`src/rtl/muldiv_if.sv`:
```
// Decode-side handshake and write-back bundle for the iterative multiply/divide sequencer.
interface muldiv_if #(
    parameter int WIDTH  = 32,
    parameter int REG_AW = 4
);
    logic              start;
    logic [1:0]        op;
    logic              set_flags;
    logic [REG_AW-1:0] dest_in;
    logic [WIDTH-1:0]  src_a;
    logic [WIDTH-1:0]  src_b;
    logic [3:0]        flags_in;
    logic              busy;
    logic              stall_fetch;
    logic              done;
    logic              wr_en;
    logic [REG_AW-1:0] dest_out;
    logic [WIDTH-1:0]  result;
    logic [3:0]        flags_out;
    logic              err;

    modport master (
        output start, op, set_flags, dest_in, src_a, src_b, flags_in,
        input  busy, stall_fetch, done, wr_en, dest_out, result, flags_out, err
    );

    modport slave (
        input  start, op, set_flags, dest_in, src_a, src_b, flags_in,
        output busy, stall_fetch, done, wr_en, dest_out, result, flags_out, err
    );
endinterface

```
`src/rtl/muldiv_seq.sv`:
```
// Iterative radix-2 multiply (and optional restoring divide) sequencer with fetch stall.
// Define MULDIV_DIV_EN to make op=3 an unsigned divide; otherwise op=3 completes as illegal.
//
// state  | meaning
// IDLE   | waiting for start; operands latched on accept
// RUN    | one shift-add / shift-subtract step per cycle, WIDTH steps
// DONE   | one-cycle completion: done, write-back, err valid
module muldiv_seq #(
    parameter int WIDTH      = 32,
    parameter int REG_AW     = 4,
    parameter int EARLY_ZERO = 1
) (
    input  logic clk,
    input  logic rst,
    muldiv_if.slave bus
);
    localparam int CW = $clog2(WIDTH);
    localparam logic [CW-1:0] CNT_LAST = CW'(WIDTH - 1);

    localparam logic [1:0] S_IDLE = 2'd0;
    localparam logic [1:0] S_RUN  = 2'd1;
    localparam logic [1:0] S_DONE = 2'd2;

    logic [1:0]         state;
    logic [CW-1:0]      cnt;
    logic [2*WIDTH-1:0] prod;
    logic [WIDTH-1:0]   mcand;
    logic [1:0]         op_q;
    logic               sf_q;
    logic [3:0]         flags_q;
    logic               neg_q;
    logic [REG_AW-1:0]  dest_q;
    logic [WIDTH-1:0]   result_q;
    logic [3:0]         flags_out_q;
    logic               err_q;
    logic               nowb_q;

    logic               accept;
    logic               a_neg;
    logic               b_neg;
    logic [WIDTH-1:0]   mag_a;
    logic [WIDTH-1:0]   mag_b;
    logic               zero_opnd;
    logic [WIDTH:0]     add_sum;
    logic [2*WIDTH-1:0] mul_next;
    logic [2*WIDTH-1:0] step_next;
    logic [2*WIDTH-1:0] fin_prod;
    logic [WIDTH-1:0]   res_sel;

    function automatic logic [3:0] mk_flags(
        input logic [WIDTH-1:0] res,
        input logic             carry,
        input logic [1:0]       op,
        input logic [3:0]       fin,
        input logic             sf
    );
        if (!sf)
            return fin;
        return {res[WIDTH-1], (res == '0), (op == 2'd0) ? carry : fin[1], fin[0]};
    endfunction

    always_comb begin
        accept    = (state == S_IDLE) && bus.start;
        a_neg     = (bus.op == 2'd2) && bus.src_a[WIDTH-1];
        b_neg     = (bus.op == 2'd2) && bus.src_b[WIDTH-1];
        // The most-negative value negates to itself, which is its correct unsigned magnitude.
        mag_a     = a_neg ? -bus.src_a : bus.src_a;
        mag_b     = b_neg ? -bus.src_b : bus.src_b;
        zero_opnd = (bus.src_a == '0) || (bus.src_b == '0);

        add_sum  = {1'b0, prod[2*WIDTH-1:WIDTH]} + (prod[0] ? {1'b0, mcand} : '0);
        mul_next = {add_sum, prod[WIDTH-1:1]};
        step_next = mul_next;
    end

`ifdef MULDIV_DIV_EN
    logic [WIDTH:0]     rem_sh;
    logic [WIDTH:0]     diff;
    logic [2*WIDTH-1:0] div_next;

    // prod holds {remainder, dividend/quotient}; quotient bits shift in at the bottom.
    always_comb begin
        rem_sh   = {prod[2*WIDTH-1:WIDTH], prod[WIDTH-1]};
        diff     = rem_sh - {1'b0, mcand};
        div_next = diff[WIDTH] ? {rem_sh[WIDTH-1:0], prod[WIDTH-2:0], 1'b0}
                               : {diff[WIDTH-1:0],   prod[WIDTH-2:0], 1'b1};
    end
`endif

    always_comb begin
`ifdef MULDIV_DIV_EN
        fin_prod = (op_q == 2'd3) ? div_next : (neg_q ? -mul_next : mul_next);
`else
        fin_prod = neg_q ? -step_next : step_next;
`endif
        res_sel = ((op_q == 2'd0) || (op_q == 2'd3)) ? fin_prod[WIDTH-1:0]
                                                     : fin_prod[2*WIDTH-1:WIDTH];
    end

    always_ff @(posedge clk) begin
        if (rst) begin
            state       <= S_IDLE;
            cnt         <= '0;
            prod        <= '0;
            mcand       <= '0;
            op_q        <= '0;
            sf_q        <= 1'b0;
            flags_q     <= '0;
            neg_q       <= 1'b0;
            dest_q      <= '0;
            result_q    <= '0;
            flags_out_q <= '0;
            err_q       <= 1'b0;
            nowb_q      <= 1'b0;
        end else begin
            case (state)
                S_IDLE: begin
                    if (accept) begin
                        op_q    <= bus.op;
                        sf_q    <= bus.set_flags;
                        flags_q <= bus.flags_in;
                        dest_q  <= bus.dest_in;
                        cnt     <= '0;
                        neg_q   <= 1'b0;
                        err_q   <= 1'b0;
                        nowb_q  <= 1'b0;
                        if (bus.op == 2'd3) begin
`ifdef MULDIV_DIV_EN
                            if (bus.src_b == '0) begin
                                state       <= S_DONE;
                                result_q    <= '1;
                                err_q       <= 1'b1;
                                flags_out_q <= bus.flags_in;
                            end else begin
                                state <= S_RUN;
                                prod  <= {{WIDTH{1'b0}}, bus.src_a};
                                mcand <= bus.src_b;
                            end
`else
                            state       <= S_DONE;
                            result_q    <= '0;
                            err_q       <= 1'b1;
                            nowb_q      <= 1'b1;
                            flags_out_q <= bus.flags_in;
`endif
                        end else if ((EARLY_ZERO != 0) && zero_opnd) begin
                            state       <= S_DONE;
                            result_q    <= '0;
                            flags_out_q <= mk_flags('0, 1'b0, bus.op, bus.flags_in,
                                                    bus.set_flags);
                        end else begin
                            state <= S_RUN;
                            prod  <= {{WIDTH{1'b0}}, mag_b};
                            mcand <= mag_a;
                            neg_q <= a_neg ^ b_neg;
                        end
                    end
                end
                S_RUN: begin
`ifdef MULDIV_DIV_EN
                    prod <= (op_q == 2'd3) ? div_next : mul_next;
`else
                    prod <= step_next;
`endif
                    if (cnt == CNT_LAST) begin
                        state       <= S_DONE;
                        cnt         <= '0;
                        result_q    <= res_sel;
                        flags_out_q <= mk_flags(res_sel, |fin_prod[2*WIDTH-1:WIDTH],
                                                op_q, flags_q, sf_q);
                    end else begin
                        cnt <= cnt + CW'(1);
                    end
                end
                S_DONE:  state <= S_IDLE;
                default: state <= S_IDLE;
            endcase
        end
    end

    always_comb begin
        bus.busy        = (state != S_IDLE);
        bus.stall_fetch = (state != S_IDLE) || accept;
        bus.done        = (state == S_DONE);
        bus.wr_en       = (state == S_DONE) && !nowb_q;
        bus.err         = (state == S_DONE) && err_q;
        bus.dest_out    = dest_q;
        bus.result      = result_q;
        bus.flags_out   = flags_out_q;
    end
endmodule
```
`src/flat_wrapper.sv`:
```
// flat-port wrapper written by rule: the top's interface ports become plain ports
module muldiv_seq_flat 
#(
    parameter int WIDTH      = 32,
    parameter int REG_AW     = 4,
    parameter int EARLY_ZERO = 1
)
  (clk, rst, bus_start, bus_op, bus_set_flags, bus_dest_in, bus_src_a, bus_src_b, bus_flags_in, bus_busy, bus_stall_fetch, bus_done, bus_wr_en, bus_dest_out, bus_result, bus_flags_out, bus_err);
  muldiv_if #(.WIDTH(WIDTH), .REG_AW(REG_AW)) bus_i ();
  input  logic clk;
  input  logic rst;
  input wire logic [$bits(bus_i.start)-1:0] bus_start;
  input wire logic [$bits(bus_i.op)-1:0] bus_op;
  input wire logic [$bits(bus_i.set_flags)-1:0] bus_set_flags;
  input wire logic [$bits(bus_i.dest_in)-1:0] bus_dest_in;
  input wire logic [$bits(bus_i.src_a)-1:0] bus_src_a;
  input wire logic [$bits(bus_i.src_b)-1:0] bus_src_b;
  input wire logic [$bits(bus_i.flags_in)-1:0] bus_flags_in;
  output wire logic [$bits(bus_i.busy)-1:0] bus_busy;
  output wire logic [$bits(bus_i.stall_fetch)-1:0] bus_stall_fetch;
  output wire logic [$bits(bus_i.done)-1:0] bus_done;
  output wire logic [$bits(bus_i.wr_en)-1:0] bus_wr_en;
  output wire logic [$bits(bus_i.dest_out)-1:0] bus_dest_out;
  output wire logic [$bits(bus_i.result)-1:0] bus_result;
  output wire logic [$bits(bus_i.flags_out)-1:0] bus_flags_out;
  output wire logic [$bits(bus_i.err)-1:0] bus_err;
  assign bus_i.start = bus_start;
  assign bus_i.op = bus_op;
  assign bus_i.set_flags = bus_set_flags;
  assign bus_i.dest_in = bus_dest_in;
  assign bus_i.src_a = bus_src_a;
  assign bus_i.src_b = bus_src_b;
  assign bus_i.flags_in = bus_flags_in;
  assign bus_busy = bus_i.busy;
  assign bus_stall_fetch = bus_i.stall_fetch;
  assign bus_done = bus_i.done;
  assign bus_wr_en = bus_i.wr_en;
  assign bus_dest_out = bus_i.dest_out;
  assign bus_result = bus_i.result;
  assign bus_flags_out = bus_i.flags_out;
  assign bus_err = bus_i.err;
  muldiv_seq #(.WIDTH(WIDTH), .REG_AW(REG_AW), .EARLY_ZERO(EARLY_ZERO)) u_core (.clk(clk), .rst(rst), .bus(bus_i));
endmodule
```
`config.mk`:
```
export PLATFORM = sky130hd
export DESIGN_NAME = muldiv_seq_flat
export DESIGN_NICKNAME = d
export VERILOG_FILES = /design/src/rtl/muldiv_if.sv /design/src/rtl/muldiv_seq.sv /design/src/flat_wrapper.sv
export SDC_FILE = /design/constraint.sdc
export NUM_CORES = 1
export LEC_CHECK = 0
export CAP_MARGIN = 30
export CORE_MARGIN = 5
export CORE_UTILIZATION = 59
export CTS_BUF_LIST = sky130_fd_sc_hd__clkbuf_2 sky130_fd_sc_hd__clkbuf_4 sky130_fd_sc_hd__clkbuf_8
export DETAILED_ROUTE_END_ITERATION = 10
export DONT_BUFFER_PORTS = 1
export GPL_ROUTABILITY_DRIVEN = 0
export PLACE_DENSITY = 0.75
export REMOVE_ABC_BUFFERS = 1
export SKIP_LAST_GASP = 1
export SLEW_MARGIN = 20
export SYNTH_ARGS = -nofsm -noshare
export SYNTH_HDL_FRONTEND = slang
export SYNTH_SLANG_ARGS = --single-unit
```
`constraint.sdc`:
```
create_clock -name clk -period 6.7 [get_ports clk]
set_clock_uncertainty 0.05 [all_clocks]
set_input_delay 1.34 -clock clk [delete_from_list [all_inputs] [get_ports clk]]
set_output_delay 1.34 -clock clk [all_outputs]
set_load 0.005 [all_outputs]
```
Yosys cells after proc, flatten, opt, wreduce, memory -nomap -nowiden
Cells that the tools add are included.
{ "word_totals": {"input_bits": 78, "out_inout_bits": 45, "ff_bits": 152} }
{ "classes": {"n_bitwise": 3, "n_mux": 46, "n_addsub": 5, "eq_ne": 11, "n_reduce_logical": 24} }
{ "op_table": {"columns": ["op", "n"], "rows": [
  ["32-bit 2-to-1 mux", 8],
  ["64-bit 2-to-1 mux", 4],
  ["64-bit one-hot mux with 2 select lines", 1],
  ["32-bit logical NOT", 3],
  ["32-bit negator", 2],
  ["64-bit negator", 1],
  ["32-bit one-hot mux with 2 select lines", 1],
  ["32-bit by 33-bit adder with 33-bit output", 1],
  ["4-bit 2-to-1 mux", 8],
  ["32-bit OR reduction", 1],
  ["1-bit 2-to-1 mux", 15],
  ["4-bit AND reduction", 3],
  ["5-bit 2-to-1 mux", 2],
  ["5-bit one-hot mux with 2 select lines", 1],
  ["2-bit == test, second input constant", 4],
  ["2-bit 2-to-1 mux", 4],
  ["4-bit one-hot mux with 2 select lines", 1],
  ["2-bit logical NOT", 3],
  ["2-bit AND reduction", 3],
  ["5-bit by 1-bit adder with 5-bit output, second input constant", 1],
  ["5-bit == test, second input constant", 1],
  ["1-bit logical AND", 5],
  ["2-bit by 1-bit inequality test with 1-bit output, second input constant", 2],
  ["2-bit inequality test, second input constant", 2],
  ["8 further kinds", 12]
]} }

Depth between registers and ports, before layout
{ "depth": {"word_depth": 12, "mapped_depth": 19, "depth_no_buf": 16} }

Least setup slack after synthesis
OpenSTA, ideal clock, no wires.
{ "synth_timing": {"path_kind": "register -> register", "start": "reg u_core.prod[0]", "end": "reg u_core.flags_out_q[2], in the netlist u_core.bus.flags_out[2]", "setup_time_ns": 0.084, "path_slack_ns": 1.573, "path_stages_with_launch": 20, "arrival_ns": 4.993, "t_required_ns": 6.566, "path_buffers": 3, "cell_sequence": "dfxtp_1 clkbuf_1 and2_1 ha_1 inv_1 fa_1 and2b_4 o2111ai_4 and3_1 a221o_1 or4_1 buf_2 nor3_2 nand4_1 buf_2 nor4_1 nor3_1 or4_1 or4b_1 o31ai_2"} }
{ "synth_between": {"elab_chain_len": 9} }
{ "synth_lines": {"columns": ["element", "line", "rtl"], "rows": [
  ["from (decl)", "muldiv_seq.sv:26", "logic [2*WIDTH-1:0] prod;"],
  ["from (signal assigned)", "muldiv_seq.sv:153", "prod <= {{WIDTH{1'b0}}, mag_b};"],
  ["from (signal assigned)", "muldiv_seq.sv:163", "prod <= step_next;"],
  ["32-bit 2-to-1 mux *", "muldiv_seq.sv:71", "add_sum = {1'b0, prod[2*WIDTH-1:WIDTH]} + (prod[0] ? {1'b0, mcand} : '0);"],
  ["32-bit by 33-bit adder with 33-bit output *", "muldiv_seq.sv:71", null],
  ["64-bit negator", "muldiv_seq.sv:94", "fin_prod = neg_q ? -step_next : step_next;"],
  ["64-bit 2-to-1 mux *", "muldiv_seq.sv:94", null],
  ["32-bit 2-to-1 mux *", "muldiv_seq.sv:96", "res_sel = ((op_q == 2'd0) || (op_q == 2'd3)) ? fin_prod[WIDTH-1:0]"],
  ["32-bit logical NOT *", "muldiv_seq.sv:59", "return {res[WIDTH-1], (res == '0), (op == 2'd0) ? carry : fin[1], fin[0]};"],
  ["4-bit 2-to-1 mux *", "muldiv_seq.sv:59", null],
  ["4-bit 2-to-1 mux *", "muldiv_seq.sv:165", "if (cnt == CNT_LAST) begin"],
  ["4-bit one-hot mux with 2 select lines *", "muldiv_seq.sv:116", "case (state)"],
  ["to (signal assigned)", "muldiv_seq.sv:144", "flags_out_q <= bus.flags_in;"],
  ["to (signal assigned)", "muldiv_seq.sv:149", "flags_out_q <= mk_flags('0, 1'b0, bus.op, bus.flags_in,"],
  ["to (signal assigned)", "muldiv_seq.sv:169", "flags_out_q <= mk_flags(res_sel, |fin_prod[2*WIDTH-1:WIDTH],"],
  ["to (decl)", "muldiv_seq.sv:34", "logic [3:0] flags_out_q;"]
]} }
Mark *: on every way between the ends. The rest lies on a longest branch, timed or not. The select of a mux whose other input is x is not followed.
A chain may end at the register's enable or synchronous reset.

Worst setup path after layout
Ends and elaborated chain as after synthesis.

==> flow_summary_export.csv <==
group,metric,value,unit
timing,fin_crit_sh,90.4,%
yosys,synth_mux_area_share,1.03,%
floorplanning,rows,54,
drt,finalWirelength,41600,µm
worst_setup_path,critPathKind,"reg -> reg",
worst_setup_path,cp-start-kind,"flop",
timing,hold_ws,404,ps
worst_setup_path,cp_slowest_cell,"or4_1",
finish,drive_gt1_share,6.06,%
run_status,status,"finished clean",
worst_setup_path,arrival,6400,ps
worst_setup_path,path_max_fanout,33,
timing,finalSetupViolCount,0,
drt,drt-initial-drc-count,2032,
worst_setup_path,crit_top_cell,"or4_1",
yosys,ys_warn_count,0,
worst_setup_path,path_cells,"buf_4 -> and2_1 -> ha_1 -> inv_1 -> fa_1 -> and2b_4 -> o2111ai_4 -> and3_1 -> a221o_1 -> or4_1 -> nor3_2 -> nand4_1 -> nor4_1 -> nor3_1 -> or4_1 -> or4b_1 -> o31ai_2",
cts,cts-root-buf,"clkbuf_8",
floorplanning,die_area,0.0250,mm²
floorplanning,start_util,59.7,%
yosys,syn_avg_cell_area,7.22,µm²
timing,fmax,0.165,GHz
drt,num_vias,14000,
placement,hpwl,30200,µm
cts,ctsHoldBuffers,0,
yosys,netlist_instances,1792,
placement,dp_cells,1965,
yosys,synth_fa_ha_area_share,3.83,%
placement,port-buffer-count,0,
timing,tightestPinTransition,978,ps
timing,final_hold_viol_count,0,
hold_path,holdPathStages,2,
cts,tritoncts.num_buffers,17,
pwr,leakage,4.83,nW
floorplanning,io-pin-count,123,
cts,htreeDepth,4,
yosys,synthDistinctLibCells,96,
drt,drcViolationCount,0,
hold_path,hp-class,"reg -> reg",
pwr,powerDensity,214,mW/mm²
global_routing,grt_usage,32.0,%
cts,cts_tree,"built",
drt,first_pass_iters,6,
pwr,total_power,2.86,mW
worst_setup_path,worst_setup_path_end_kind,"flop",
global_routing,grt-ovfl-total,0,
yosys,ys_seq_area_share,23.5,%
flow_run,maxCapViolCount,0,
worst_setup_path,critical_path_required,7050,ps
drt,antenna_left,0,
yosys,yosys.area_share.simple,29.1,%
pwr,ir_drop,0.121,mV
timing,rsz0062_at_grt,"no",
yosys,synthTopCellsByCount,"nor2_1 (253), dfxtp_1 (152), nand2_1 (152), a21oi_1 (138), clkbuf_1 (95)",
worst_setup_path,r2r_cells,17,
yosys,synth-xor-area-share,6.68,%
finish,fin_area,0.0134,mm²
timing,max-slew-margin-rel,34.4,%
floorplanning,die_y,158,µm
yosys,synth_area,0.0129,mm²
cts,cts-resized-gates,0,
yosys,synthDominantCellAreaShare,23.5,%
finish,final_nets,1821,
finish,ff_latch_area,0.00304,mm²
yosys,synth_top_family_by_area,"compound AO/OA/AOI/OAI gates",
worst_setup_path,critPathMaxStageDelay,780,ps
cts,cts.path.max_buffers,2,
global_routing,grt_start_max_net_pins,151,
floorplanning,core_region_area,0.0217,mm²
cts,clock_latency,490,ps
yosys,yosysTopAreaCell,"dfxtp_1",
yosys,synth-compound-area-share,30.7,%
yosys,async_flop_share,0,%
yosys,yosysMostFrequentCell,"nor2_1",
finish,synthToLayoutAreaGrowth,3.37,%
cts,cts_sinks,152,
drt,vias_per_cell,6.99,
yosys,yosys-top-cells-area,"dfxtp_1 (24%), nor2_1 (7.3%), a21oi_1 (5.3%)",
cts,clkTransAtPathRegs,100,ps
finish,fillers,2008,
global_routing,grt_pass1_wl,65100,µm
finish,layout.cells.non_filler,1997,
global_routing,grt_antenna_before_repair,1,
cts,postCtsSetupRepairBufs,0,
floorplanning,die_x,158,µm
yosys,synth_edf_count,0,
placement,placed_cell_area,0.0129,mm²
finish,diodes,0,
timing,drv_slew,0,
finish,multi_input_area,0.00925,mm²
drt,avgRoutedWirePerCell,20.8,µm
timing,post-route-min-period,6060,ps
finish,final_core_util,61.7,%
yosys,ys.flop_type,"dfxtp_1",
global_routing,grt_pass1_vias,12800,
yosys,ys_ff_latch,152,
[power breakdown]
| group | leakage (nW) | switching, mW | internal [mW] |
|---|---|---|---|
| clock network | 0.213 | 0.435 | 0.353 |
| logic | 3.37 | 0.653 | 0.333 |
| registers | 1.24 | 0.102 | 0.986 |
| total | 4.83 | 1.19 | 1.67 |
[layout by cell type (no fill, tap or decap), drive strengths merged, types with 43 or more instances in the layout]
cell type and count:
dfxtp 152, o21ai 72, a22oi 50, a211oi 62, a21oi 140, xor2 43, xnor2 54, inv 47
nor2 253, nand3 50, nand2 152, nor3 69
[flip-flops by register name, summed over array words and instances, names as in the netlist]
signal and count:
u_core.neg_q 1, u_core.bus.flags_out 4, u_core.bus.result 32, u_core.cnt 5
u_core.op_q 2, u_core.bus.dest_out 4, u_core.err_q 1, u_core.prod 64
u_core.flags_q 4, u_core.mcand 32, u_core.sf_q 1, u_core.state 2
[per-stage QoR]
stage	setup TNS (ps)	setup slack, ps
after floorplan	-15940	-337
after global placement	0	928
after detailed placement	0	787
after CTS	0	740
after global routing	0	330
final	0	643
[worst max-delay path: cells and delay by family (launching register included)]
kind,cells,cell delay (ps)
buf+inv,2,320
fa+ha+maj,2,610
flops,1,320
simple gates,10,3760
compound gates,3,920
[kinds of logic (layout without fill, tap and decap cells)]
| logic type | count (synthesis) | after routing |
|---|---|---|
| AOI/OAI and AO/OA | 563 | 563 |
| xor gates and xnor gates | 97 | 97 |
| adders and majority gates | 39 | 39 |
| buffers and inverters | 167 | 92 |
| DFF | 152 | 152 |
| muxes | 13 | 13 |
| and+or+nand+nor | 761 | 761 |
[metal layers]
metal | GRT usage (%) | part of all wire (%) | up-vias | wire length, µm
li1 | - | - | 6523 | -
met1 | 42.0 | 40 | 6413 | 16700
met2 | 49.9 | 44 | 855 | 18200
met3 | 8.31 | 11 | 171 | 4780
met4 | 13.8 | 4.7 | 0 | 1960
met5 | 0 | 0 | - | 0
[final cells by class]
cell class / instances / area share (%)
clock buffers: 17 / 1.75
clock inverters: 15 / 1.49
inverters: 41 / 1.15
multi-input cells: 1473 / 69.2
flip-flops and latches: 152 / 22.8
well taps: 280 / 2.62
repair buffers: 19 / 1.05
[path summary, 6_finish.rpt]
check	startpoint	endpoint	slack, ps
worst max-delay path	u_core.prod[0]	u_core.bus.flags_out[2]	640
worst min register to register	u_core.mcand[31]	u_core.mcand[31]	400
worst min-delay path	u_core.mcand[31]	u_core.mcand[31]	400
worst max register to register	u_core.prod[0]	u_core.bus.flags_out[2]	640
(Power assumes the default switching activity.)
